### src/rtl/tx_scrambler_framer_if.sv
// Bit-serial stream bundle between the PSDU source, the DATA-field framer and the encoder.
// The framer takes the slave side; the bit source / encoder model takes the master side.
interface tx_scrambler_framer_if;
    logic data_in;
    logic istream_val;
    logic istream_rdy;
    logic data_out;
    logic ostream_val;
    logic ostream_rdy;
    logic sym_last;

    modport master (
        output data_in, istream_val, ostream_rdy,
        input  istream_rdy, data_out, ostream_val, sym_last
    );

    modport slave (
        input  data_in, istream_val, ostream_rdy,
        output istream_rdy, data_out, ostream_val, sym_last
    );
endinterface

### src/rtl/tx_scrambler_framer.sv
// 802.11a DATA-field builder: SERVICE + PSDU + TAIL + PAD, scrambled with x^7+x^4+1,
// padded to whole OFDM symbols by letting the per-symbol bit counter wrap.
module tx_scrambler_framer #(
    parameter logic [6:0] DEFAULT_SEED = 7'b1011101,
    parameter int         LEN_W        = 12
) (
    input  logic             clk,
    input  logic             reset,
    input  logic             start_i,
    input  logic [3:0]       rate_i,
    input  logic [LEN_W-1:0] length_i,
    input  logic [6:0]       seed_i,
    tx_scrambler_framer_if.slave bits,
    output logic             busy_o,
    output logic             done_o,
    output logic             err_o
);

    typedef enum logic [2:0] {IDLE, SERVICE, PSDU, TAIL, PAD, FLUSH} state_e;

    state_e      state_q;
    logic [6:0]  scr_q;
    logic [15:0] bitCnt_q;
    logic [15:0] psduLast_q;
    logic [15:0] tailLast_q;
    logic [7:0]  symCnt_q;
    logic [7:0]  nDbps_q;
    logic        dataOut_q;
    logic        ostreamVal_q;
    logic        symLast_q;
    logic        busy_q;
    logic        done_q;
    logic        err_q;

    logic        adv;
    logic        emit;
    logic        fb;
    logic        inBit;
    logic        outBit;
    logic        symWrap;
    logic        startOk;
    logic [7:0]  startDbps;
    logic [6:0]  scr_d;
    logic [7:0]  symCnt_d;
    logic [15:0] bitCnt_d;
    logic [15:0] lenBits;

    function automatic logic [7:0] dbpsOf(input logic [3:0] r);
        case (r)
            4'b1101: dbpsOf = 8'd24;
            4'b1111: dbpsOf = 8'd36;
            4'b0101: dbpsOf = 8'd48;
            4'b0111: dbpsOf = 8'd72;
            4'b1001: dbpsOf = 8'd96;
            4'b1011: dbpsOf = 8'd144;
            4'b0001: dbpsOf = 8'd192;
            4'b0011: dbpsOf = 8'd216;
            default: dbpsOf = 8'd0;
        endcase
    endfunction

    always_comb begin
        adv       = !ostreamVal_q | bits.ostream_rdy;
        inBit     = (state_q == PSDU) ? bits.data_in : 1'b0;
        emit      = adv & ((state_q == SERVICE) | (state_q == TAIL) | (state_q == PAD) |
                           ((state_q == PSDU) & bits.istream_val));
        fb        = scr_q[6] ^ scr_q[3];
        outBit    = (state_q == TAIL) ? 1'b0 : (inBit ^ fb);
        symWrap   = (symCnt_q == nDbps_q - 8'd1);
        scr_d     = {scr_q[5:0], fb};
        symCnt_d  = symWrap ? 8'd0 : symCnt_q + 8'd1;
        bitCnt_d  = bitCnt_q + 16'd1;
        startDbps = dbpsOf(rate_i);
        startOk   = (startDbps != 8'd0) && (length_i != '0);
        lenBits   = 16'(length_i) << 3;
    end

    assign bits.istream_rdy = (state_q == PSDU) & adv;
    assign bits.data_out    = dataOut_q;
    assign bits.ostream_val = ostreamVal_q;
    assign bits.sym_last    = symLast_q;
    assign busy_o           = busy_q;
    assign done_o           = done_q;
    assign err_o            = err_q;

    // Phase boundaries are absolute bit indices latched at start: PSDU ends at 8*len+15, TAIL at 8*len+21.
    always_ff @(posedge clk) begin
        if (reset) begin
            state_q      <= IDLE;
            scr_q        <= '0;
            bitCnt_q     <= '0;
            psduLast_q   <= '0;
            tailLast_q   <= '0;
            symCnt_q     <= '0;
            nDbps_q      <= '0;
            dataOut_q    <= 1'b0;
            ostreamVal_q <= 1'b0;
            symLast_q    <= 1'b0;
            busy_q       <= 1'b0;
            done_q       <= 1'b0;
            err_q        <= 1'b0;
        end else begin
            done_q <= 1'b0;
            err_q  <= 1'b0;
            case (state_q)
                IDLE: begin
                    if (start_i) begin
                        if (startOk) begin
                            nDbps_q    <= startDbps;
                            psduLast_q <= lenBits + 16'd15;
                            tailLast_q <= lenBits + 16'd21;
                            scr_q      <= (seed_i == 7'd0) ? DEFAULT_SEED : seed_i;
                            bitCnt_q   <= '0;
                            symCnt_q   <= '0;
                            busy_q     <= 1'b1;
                            state_q    <= SERVICE;
                        end else begin
                            err_q <= 1'b1;
                        end
                    end
                end
                FLUSH: begin
                    if (bits.ostream_rdy) begin
                        ostreamVal_q <= 1'b0;
                        symLast_q    <= 1'b0;
                        busy_q       <= 1'b0;
                        done_q       <= 1'b1;
                        state_q      <= IDLE;
                    end
                end
                default: begin
                    if (emit) begin
                        dataOut_q    <= outBit;
                        ostreamVal_q <= 1'b1;
                        symLast_q    <= symWrap;
                        scr_q        <= scr_d;
                        symCnt_q     <= symCnt_d;
                        bitCnt_q     <= bitCnt_d;
                        case (state_q)
                            SERVICE: if (bitCnt_q == 16'd15)   state_q <= PSDU;
                            PSDU:    if (bitCnt_q == psduLast_q) state_q <= TAIL;
                            TAIL:    if (bitCnt_q == tailLast_q) state_q <= symWrap ? FLUSH : PAD;
                            default: if (symWrap)              state_q <= FLUSH;
                        endcase
                    end else if (adv) begin
                        ostreamVal_q <= 1'b0;
                        symLast_q    <= 1'b0;
                    end
                end
            endcase
        end
    end

endmodule
### src/flat_wrapper.sv
// flat-port wrapper written by rule: the top's interface ports become plain ports
module tx_scrambler_framer_flat 
#(
    parameter logic [6:0] DEFAULT_SEED = 7'b1011101,
    parameter int         LEN_W        = 12
)
  (clk, reset, start_i, rate_i, length_i, seed_i, busy_o, done_o, err_o, bits_data_in, bits_istream_val, bits_ostream_rdy, bits_istream_rdy, bits_data_out, bits_ostream_val, bits_sym_last);
  tx_scrambler_framer_if bits_i ();
  input  logic clk;
  input  logic reset;
  input  logic start_i;
  input  logic [3:0] rate_i;
  input  logic [LEN_W-1:0] length_i;
  input  logic [6:0] seed_i;
  output logic busy_o;
  output logic done_o;
  output logic err_o;
  input wire logic [$bits(bits_i.data_in)-1:0] bits_data_in;
  input wire logic [$bits(bits_i.istream_val)-1:0] bits_istream_val;
  input wire logic [$bits(bits_i.ostream_rdy)-1:0] bits_ostream_rdy;
  output wire logic [$bits(bits_i.istream_rdy)-1:0] bits_istream_rdy;
  output wire logic [$bits(bits_i.data_out)-1:0] bits_data_out;
  output wire logic [$bits(bits_i.ostream_val)-1:0] bits_ostream_val;
  output wire logic [$bits(bits_i.sym_last)-1:0] bits_sym_last;
  assign bits_i.data_in = bits_data_in;
  assign bits_i.istream_val = bits_istream_val;
  assign bits_i.ostream_rdy = bits_ostream_rdy;
  assign bits_istream_rdy = bits_i.istream_rdy;
  assign bits_data_out = bits_i.data_out;
  assign bits_ostream_val = bits_i.ostream_val;
  assign bits_sym_last = bits_i.sym_last;
  tx_scrambler_framer #(.DEFAULT_SEED(DEFAULT_SEED), .LEN_W(LEN_W)) u_core (.clk(clk), .reset(reset), .start_i(start_i), .rate_i(rate_i), .length_i(length_i), .seed_i(seed_i), .bits(bits_i), .busy_o(busy_o), .done_o(done_o), .err_o(err_o));
endmodule
### config.mk
export PLATFORM = sky130hd
export DESIGN_NAME = tx_scrambler_framer_flat
export DESIGN_NICKNAME = d
export VERILOG_FILES = /design/src/rtl/tx_scrambler_framer_if.sv /design/src/rtl/tx_scrambler_framer.sv /design/src/flat_wrapper.sv
export SDC_FILE = /design/constraint.sdc
export NUM_CORES = 1
export LEC_CHECK = 0
export CAP_MARGIN = 15
export CORE_MARGIN = 10
export CORE_UTILIZATION = 55
export CTS_CLUSTER_SIZE = 30
export DETAILED_ROUTE_END_ITERATION = 8
export GPL_TIMING_DRIVEN = 0
export PLACE_DENSITY = 0.77
export SYNTH_ARGS = -nofsm -noshare
export SYNTH_HDL_FRONTEND = slang
export SYNTH_SLANG_ARGS = --single-unit
### constraint.sdc
create_clock -name clk -period 2.6 [get_ports clk]
set_input_delay 0.39 -clock clk [delete_from_list [all_inputs] [get_ports clk]]
set_output_delay 0.39 -clock clk [all_outputs]
set_load 0.005 [all_outputs]
==> results.sh <==
export IMPL_status="finished clean"
export IMPL_relSlewSlack=0.446
export IMPL_utilization=0.672
export IMPL_antenna_found_initial=0
export IMPL_first_pass_iters=5
export IMPL_synth_nets=521
export IMPL_postRouteAntennaNets=0
export IMPL_hpwlAfterDp_um=7440
export IMPL_totalWireLength_um=9960
export IMPL_syn_inst=486
export IMPL_diodes=0
export IMPL_p_leak_uw=0.00177
export IMPL_p_clk_frac=0.291
export IMPL_grt_usage=0.177
export IMPL_design_area_sq_um=4610
export IMPL_ys_ff_latch=73
export IMPL_synth_cell_type_count=51
export IMPL_max_freq_ghz=0.404
export IMPL_synthTopCellsByArea="dfxtp_1, xor2_1, nor2_1, a211oi_1, xnor2_1"
export IMPL_power_density_nw_per_um2=749
export IMPL_rows=30
export IMPL_ys_seq_area_frac=0.372
export IMPL_synthesis_area_sq_um=3930
export IMPL_nFillCells=603
export IMPL_core_area_sq_um=6870
export IMPL_cts_sinks=73
export IMPL_die_area_sq_um=10900
export IMPL_seqPwrFrac=0.418
export IMPL_total_power_uw=3450
export IMPL_synth_top_area_cell="dfxtp_1"
export IMPL_drive_gt1_frac=0.0599
export IMPL_place_gp_congestion=0.856
export IMPL_hp_class="reg -> reg"
export IMPL_multi_input_area_sq_um=2290
export IMPL_via_per_inst=5.79
export IMPL_layout_nets=564
export IMPL_drc=0
export IMPL_ir_drop_uv=505
export IMPL_max_cap_violations=0
export IMPL_ff2ff_setup_slack_ns=0.15
export IMPL_skew_ns=0.00927
export IMPL_postCtsHoldBufs=0
export IMPL_io_pins=36
export IMPL_cp_end_kind="register"
export IMPL_grt_max_degree=12
export IMPL_worstPathMaxFanout=10
export IMPL_num_vias=3649
export IMPL_ctsRootBufferMaster="clkbuf_8"
export IMPL_layout_area_seq_sq_um=1460
export IMPL_period_share=0.952
export IMPL_path_class="in -> reg"
export IMPL_overflow=0
export IMPL_numCtsBuffers=9
export IMPL_tns_ns=0
export IMPL_cts_buffer_depth=2
export IMPL_cp_required_ns=2.89
export IMPL_worstMarginPinSlew_ns=0.821
export IMPL_area_delta_synth_final_pct=17.4
export IMPL_worst_hold_slack_ns=0.461
export IMPL_drtIter0Drc=177
export IMPL_final_cell_mix="nor2_1, dfxtp_1, xor2_1"
export IMPL_synth_edff_count=0
export IMPL_synth_top_area_frac=0.372
export IMPL_setup_viol=0
export IMPL_p_sw_uw=1130
export IMPL_wire_per_inst_um=15.8
export IMPL_setup_worst_path_start_class="primary input"
export IMPL_drv_slew=0
export IMPL_hold_viol=0
export IMPL_yosys_warnings=0
export IMPL_combPwrFrac=0.291
export IMPL_grt_setup_unrepaired="no"
export IMPL_clk_latency_ns=0.35
export IMPL_start_util=0.572
export IMPL_cts_tree="done"
export IMPL_period_minus_slack_ns=2.47
export IMPL_synth_area_per_cell_sq_um=8.09
export IMPL_die_w_um=105
export IMPL_htreeDepth=3
export IMPL_async_flop_share=0
export IMPL_port_buffers=31
export IMPL_swShare=0.327
export IMPL_internal_power_uw=2330
export IMPL_die_h_um=105
export IMPL_arrival_ns=2.77
export IMPL_grt_pass1_wl_um=16200
export IMPL_grt_pass1_vias=3340
export IMPL_dpl_cell_area_sq_um=4360
export IMPL_clkTransAtPathRegs_ns=0.07
export IMPL_synthFlopType="dfxtp_1"
worst max-delay path, cell delays in order:
cell	delay [ns]
clkdlybuf4s50_1	0.58
inv_1	0.07
ha_1	0.17
nor4b_1	0.14
a31o_2	0.30
a22o_1	0.25
buf_6	0.14
or2_1	0.26
or3_1	0.31
a21oi_1	0.14
power groups by stage:
stage | combinational [uW] | clock (uW) | sequential [uW]
3_3_place_gp | 934 | 0 | 1460
4_1_cts | 974 | 1010 | 1440
2_1_floorplan | 695 | 0 | 1420
5_1_grt | 1110 | 1070 | 1470
3_5_place_dp | 958 | 0 | 1460
6_report | 1010 | 1000 | 1440
synth_stat cells, types with 3 or more instances:
| master | instances |
|---|---|
| a21oi_1 | 27 |
| ha_1 | 6 |
| nand2_1 | 40 |
| and3_1 | 5 |
| xnor2_1 | 21 |
| a211oi_1 | 26 |
| nand4_1 | 15 |
| o221ai_1 | 5 |
| nand2b_1 | 3 |
| mux2i_1 | 5 |
| clkbuf_1 | 28 |
| o21ai_0 | 8 |
| nor3_1 | 13 |
| or3_1 | 7 |
| or4_1 | 4 |
| inv_1 | 14 |
| nand3_1 | 14 |
| xor2_1 | 51 |
| nor4_1 | 8 |
| nor2_1 | 74 |
| dfxtp_1 | 73 |
sequential cells by signal, summed over array words and instances (netlist names), 2 cells and up, named ones only:
register and count:
u_core.bitCnt_q 16, u_core.psduLast_q 14, u_core.tailLast_q 13, u_core.symCnt_q 8
u_core.scr_q 7, u_core.nDbps_q 6, u_core.state_q 2
area by class of cell:
| class | count | area share |
|---|---|---|
| Multi-Input combinational cell | 365 | 0.495 |
| Sequential cell | 73 | 0.317 |
| Timing Repair Buffer | 33 | 0.0702 |
| Clock buffer | 14 | 0.0352 |
| Buffer | 33 | 0.0320 |
| Tap cell | 96 | 0.0260 |
| Clock inverter | 2 | 0.0130 |
| Inverter | 14 | 0.0114 |
metrics by stage:
stage,setup slack [ns],instances
6_report,0.125,630
3_5_place_dp,-0.615,613
2_1_floorplan,0.471,486
5_1_grt,0.0112,630
4_1_cts,0.0545,629
3_3_place_gp,-0.593,613
cell families (layout without fill, tap and decap cells):
group                      Yosys count  count (layout)  share of synthesized area
and+or+nand+nor                    194             194                      0.232
AOI/OAI and AO/OA                   88              88                      0.154
DFF                                 73              73                      0.372
xor gates and xnor gates            72              72                      0.160
buffers and inverters               48              96                     0.0503
adders and majority gates            6               6                     0.0191
muxes                                5               5                     0.0127
what timing repair did:
item	4_1_cts	5_1_grt
pin swaps	0	1
endpoints found under the hold margin	0	0
setup buffers	0	2
resized for setup	5	6
cloned	0	0
endpoints found under the setup margin	49	40
metal layers:
metal,GRT usage,share of wire,vias to the layer above
met3,0.0491,0.055,14
met1,0.228,0.47,1738
li1,-,-,1783
met5,0,0,-
met4,0.0497,0.014,0
met2,0.283,0.47,114
final timing paths:
check | startpoint | end | cells past startpoint
max | length_i[1] | u_core.bitCnt_q[9] | 10
min | u_core.scr_q[2] | u_core.scr_q[2] | 2
max reg2reg | u_core.bitCnt_q[7] | u_core.state_q[0] | 7
min reg2reg | u_core.scr_q[2] | u_core.scr_q[2] | 2
(Power assumes the default switching activity.)
==> RTL edit 1: new RTL, same flow settings <==
Encoding of `state_e`: now Gray code (3 bits for 6 states).
--- a/src/rtl/tx_scrambler_framer.sv
+++ b/src/rtl/tx_scrambler_framer.sv
@@ -16,7 +16,7 @@
     output logic             err_o
 );
 
-    typedef enum logic [2:0] {IDLE, SERVICE, PSDU, TAIL, PAD, FLUSH} state_e;
+    typedef enum logic [2:0] {IDLE = 3'b000, SERVICE = 3'b001, PSDU = 3'b011, TAIL = 3'b010, PAD = 3'b110, FLUSH = 3'b111} state_e;
 
     state_e      state_q;
     logic [6:0]  scr_q;
Function: same outputs for any inputs over 10 cycles, from zero or initial values and one cycle with reset high; not proved beyond that.
==> RTL edit 1 against the unedited design <==
- power increased by 7.4%
- critical path depth fell by 5
- worst setup slack improved by 0.060 ns
- area after synthesis up 2.7%
- routed wire length increased by 4.5%
- sequential cell count did not move
- cell area is 1.7% higher
- largest cell class unchanged
==> RTL edit 1: results (changes against the unedited design) <==
metric,value,unit,change
synth.area.mux_share,0.00991,,-0.00282
fmax,414,MHz,+2.5%
finalWeightedCongestion,0.877,,+2.4%
synth_xor_area_frac,0.157,,-0.00303
grt_max_degree,14,,+2
fin_cells,646,,+2.5%
routed_wirelength,10400,um,+4.5%
reg2reg_depth,8,,+1
nets,577,,+2.3%
ys_seq_area_frac,0.362,,-0.00990
ctsResizeCount,0,,-5
cpPeakStageDelay,0.50,ns,-0.08 ns
min_path_type,in -> reg,,
grt_pass1_vias,3622,,+8.4%
drtIter0Drc,267,,+51%
grt_use_total,0.186,,+0.00925
hpwl,7850,um,+5.6%
syn_avg_cell_area,8.08,um^2,-0.14%
worst_pin_slew,0.857,ns,+0.0361 ns
syn_nets,535,,+2.7%
synth-compound-area-share,0.153,,-0.000696
switching_share,0.376,,+0.0494
numPlacedInstances,630,,+2.8%
status,"finished, final reports clean",,
antenna_found_initial,0,,unchanged
r2r_setup_slack,0.36,ns,+0.21 ns
leakagePower,1.80,nW,+1.7%
antennaDiodeCount,0,,unchanged
ys_types,48,,-5.9%
synth_common_cells,"73 x dfxtp_1, 72 x nor2_1, 52 x nand2_1",,
synthAdderAreaFrac,0.0186,,-0.000509
largest_registers,"u_core.bitCnt_q (16), u_core.psduLast_q (14), u_core.tailLast_q (13)",,
whs_path_depth,3,,+1
vdd_drop_max,0.512,mV,+1.4%
hold_path_end,u_core.tailLast_q[6],,
grt_pass1_wl,17300,um,+6.7%
drive_above_1_share,0.0695,,+0.00954
r2r_end,u_core.bitCnt_q[10],,
crit_arrival,2.02,ns,-0.75 ns
clock_skew,0.00695,ns,-0.00232 ns
hp-start,length_i[3],,
reg2reg_from,u_core.state_q[1],,
synth_area_leaders,"dfxtp_1 36%, xor2_1 10%, nor2_1 6.7%",,
[RTL edit 1: changes by cell type after synthesis, moves of 3 or more]
cell,unedited run,this run
a31oi_1,0,3
nor4_1,8,13
nand2_1,40,52
xor2_1,51,48
buf_2,2,5
o31a_1,0,4
nand3_1,14,11
buf_6,2,5
nor3_1,13,10
a211oi_1,26,23
clkbuf_1,28,25
[RTL edit 1: logic make-up after synthesis]
| family | count (synthesis) |
|---|---|
| simple gates | 206 |
| compound gates | 90 |
| fa+ha+maj | 6 |
| buf+inv | 50 |
| mux | 4 |
| flops | 73 |
| xor+xnor | 71 |
[RTL edit 1: worst max-delay path by stage]
stage               cells after the start  slack [ns]                 end              start
CTS                                     5        0.02    bits_istream_rdy  u_core.state_q[0]
finish                                  5        0.19    bits_istream_rdy  u_core.state_q[0]
floorplan                               9        0.52  u_core.symCnt_q[5]        length_i[4]
detailed placement                     10       -0.29  u_core.symCnt_q[6]        length_i[0]
global route                           10        0.03  u_core.symCnt_q[6]        length_i[1]
global placement                       10       -0.27  u_core.symCnt_q[6]        length_i[0]
[RTL edit 1: cell type report]
class / count / area [um^2]
Fill cell: 644 / 2520
Buffer: 37 / 189
Inverter: 13 / 48.8
Sequential cell: 73 / 1460
Clock inverter: 5 / 62.6
Timing Repair Buffer: 31 / 313
Clock buffer: 11 / 151
Tap cell: 99 / 124
Multi-Input combinational cell: 377 / 2340
[RTL edit 1: per-stage QoR]
step                      worst slack (ns)  hold slack, ns
after floorplan                      0.525           0.431
after global placement              -0.271           0.439
after detailed placement            -0.293           0.447
after CTS                           0.0183           0.378
after global routing                0.0305           0.392
final                                0.185           0.389
[RTL edit 1: power groups by stage]
stage	clock network (W)	registers [W]	logic [W]
after floorplan	0	0.00143	0.000933
after global placement	0	0.00146	0.00126
after detailed placement	0	0.00147	0.00129
after CTS	0.000954	0.00144	0.00130
after global routing	0.00100	0.00147	0.00146
final	0.000946	0.00145	0.00132
[RTL edit 1: per-layer routing]
layer / share of wire / wire length, um / global-route usage / up-vias
met5: 0 / 0 / 0 / -
met4: 0.012 / 129 / 0.0658 / 0
met3: 0.051 / 536 / 0.0280 / 12
met2: 0.47 / 4920 / 0.306 / 114
met1: 0.46 / 4830 / 0.242 / 1742
li1: - / - / - / 1822
[RTL edit 1: worst register-to-register path: stages, from the launching register on]
cell and delay (ns):
dfxtp_1 0.31, clkbuf_1 0.20, nor3_2 0.37, nand2_1 0.19, o22ai_1 0.36, buf_2 0.32
nand4_1 0.14, xnor2_1 0.20, nor2_1 0.05
==> RTL edit 2: new RTL, same settings <==
Without the edit above. `LEN_W` is set to 12 in 2 places; all go to 14.
--- a/src/rtl/tx_scrambler_framer.sv
+++ b/src/rtl/tx_scrambler_framer.sv
@@ -2,7 +2,7 @@
 // padded to whole OFDM symbols by letting the per-symbol bit counter wrap.
 module tx_scrambler_framer #(
     parameter logic [6:0] DEFAULT_SEED = 7'b1011101,
-    parameter int         LEN_W        = 12
+    parameter int         LEN_W        = 14
 ) (
     input  logic             clk,
     input  logic             reset,
--- a/src/flat_wrapper.sv
+++ b/src/flat_wrapper.sv
@@ -2,7 +2,7 @@
 module tx_scrambler_framer_flat 
 #(
     parameter logic [6:0] DEFAULT_SEED = 7'b1011101,
-    parameter int         LEN_W        = 12
+    parameter int         LEN_W        = 14
 )
   (clk, reset, start_i, rate_i, length_i, seed_i, busy_o, done_o, err_o, bits_data_in, bits_istream_val, bits_ostream_rdy, bits_istream_rdy, bits_data_out, bits_ostream_val, bits_sym_last);
   tx_scrambler_framer_if bits_i ();
Interface: changed (resized length_i); port bits go from 36 to 38. The function was not compared with the original's and may differ.
==> RTL edit 2 against the unedited design <==
- routed wire length up 9.3%
- die area grew 4.3%
- cell area is 4.4% higher
- area after synthesis increased by 5.3%
- sequential cell count did not move
- core utilization down 1.1 points
- hold slack lost 0.061 ns
- sequential share of layout area shrank 1.3 points
- power grew 15%
- fmax increased by 1.0%
- worst setup slack improved by 0.025 ns
- final cell count up 3.5%
- critical path depth rose by 1
- highest routed layer unchanged
==> RTL edit 2: results (changes against the unedited design) <==
metric,value,unit,change
synth_area_leaders,"dfxtp_1 35%, xnor2_1 11%, nor2_1 7.1%",,
ys_types,56,,+9.8%
cpPeakStageDelay,0.41,ns,-0.17 ns
ys_seq_area_frac,0.353,,-0.0188
nets,585,,+3.7%
multi_input_area_share,0.516,,+0.0202
hpwl,8100,um,+8.9%
post_dp_cell_area,0.00458,mm^2,+5.1%
multi_input_cells,383,,+4.9%
r2r_setup_slack,0.24,ns,+0.09 ns
critPathLaunch,length_i[0],,
synth_top_flop_cell,dfxtp_1,,
n_clock_buffer,9,,-5
avgRoutedWirePerCell,16.7,um,+5.6%
r2r_end,u_core.state_q[1],,
clkTransAtPathRegs,0.09,ns,+0.02 ns
synth_warnings,0,,unchanged
antenna_found_initial,0,,unchanged
synth.area.mux_share,0.0124,,-0.000340
core_region_area,0.00729,mm^2,+6.2%
worst_pin_slew,0.804,ns,-0.0171 ns
drive_above_1_share,0.103,,+0.0431
synth_xor_area_frac,0.163,,+0.00248
grt_pass1_wl,17600,um,+8.9%
slowest_stage,dlygate4sd2_1,,
grt_pass1_vias,3599,,+7.8%
vias,3777,,+3.5%
finalWeightedCongestion,0.883,,+3.1%
inverters,13,,-1
grt_max_degree,16,,+4
reg2reg_from,u_core.state_q[0],,
cp_max_fo,11,,+1
p_int,0.00238,W,+2.5%
vdd_drop_max,0.473,mV,-6.3%
leakagePower,1.68,nW,-5.3%
status,"finished, final reports clean",,
crit_family,buffers and inverters,,
hold_path_end,u_core.tailLast_q[4],,
drtIter0Drc,261,,+47%
synth_common_cells,"78 x nor2_1, 73 x dfxtp_1, 53 x xnor2_1",,
worstSetupEndpoint,u_core.bitCnt_q[11],,
cts_max_level,3,,unchanged
synthAdderAreaFrac,0.0181,,-0.000964
fill_cells,662,,+9.8%
grt_use_total,0.189,,+0.0124
synth-compound-area-share,0.141,,-0.0126
syn_nets,541,,+3.8%
bufAreaShareNonClock,0.102,,-0.000198
insertion_delay,0.37,ns,+0.02 ns
dr.pass1.iters,7,,+2
clock_cell_area_share,0.0434,,-0.00491
hp-start,length_i[1],,
clock_skew,0.0107,ns,+0.00139 ns
min_path_type,in -> reg,,
signal_buffers,68,,+3.0%
RTL edit 2: cell count changes in the layout (fill, tap and decap cells not counted), moves of 5 or more:
cell      before  now
nand2_1       40   47
xor2_1        51   24
nor2_1        73   78
nor3_1        13    5
nor4_2         0    6
xnor2_1       21   53
a21oi_1       27   21
clkbuf_1      26   16
buf_2          2   14
RTL edit 2: through the flow:
stage	util	hold slack, ns	cells	setup slack [ns]	total power (W)
floorplan	-	0.431	504	0.252	0.00257
global placement	0.629	0.441	635	-0.595	0.00296
detailed placement	0.629	0.450	635	-0.620	0.00299
CTS	0.657	0.441	650	0.0439	0.00394
global route	0.661	0.422	652	0.00545	0.00422
finish	0.661	0.399	652	0.150	0.00399
RTL edit 2: metal layers:
| layer | global-route usage | vias up | part of all wire |
|---|---|---|---|
| met1 | 0.242 | 1771 | 0.45 |
| met4 | 0.0909 | 0 | 0.026 |
| met2 | 0.298 | 132 | 0.46 |
| li1 | - | 1853 | - |
| met5 | 0 | - | 0 |
| met3 | 0.0389 | 21 | 0.058 |
RTL edit 2: power by group through the flow:
| stage | sequential [W] | clock [W] | combinational [W] |
|---|---|---|---|
| 6_report | 0.00145 | 0.000948 | 0.00159 |
| 2_1_floorplan | 0.00144 | 0 | 0.00113 |
| 4_1_cts | 0.00145 | 0.000961 | 0.00153 |
| 3_5_place_dp | 0.00147 | 0 | 0.00152 |
| 5_1_grt | 0.00148 | 0.00100 | 0.00174 |
| 3_3_place_gp | 0.00147 | 0 | 0.00149 |
RTL edit 2: repair_timing:
item	CTS	global route
endpoints found under the setup margin	51	26
pin swaps	1	2
resized for setup	1	4
setup buffers	0	1
gates cloned	0	1
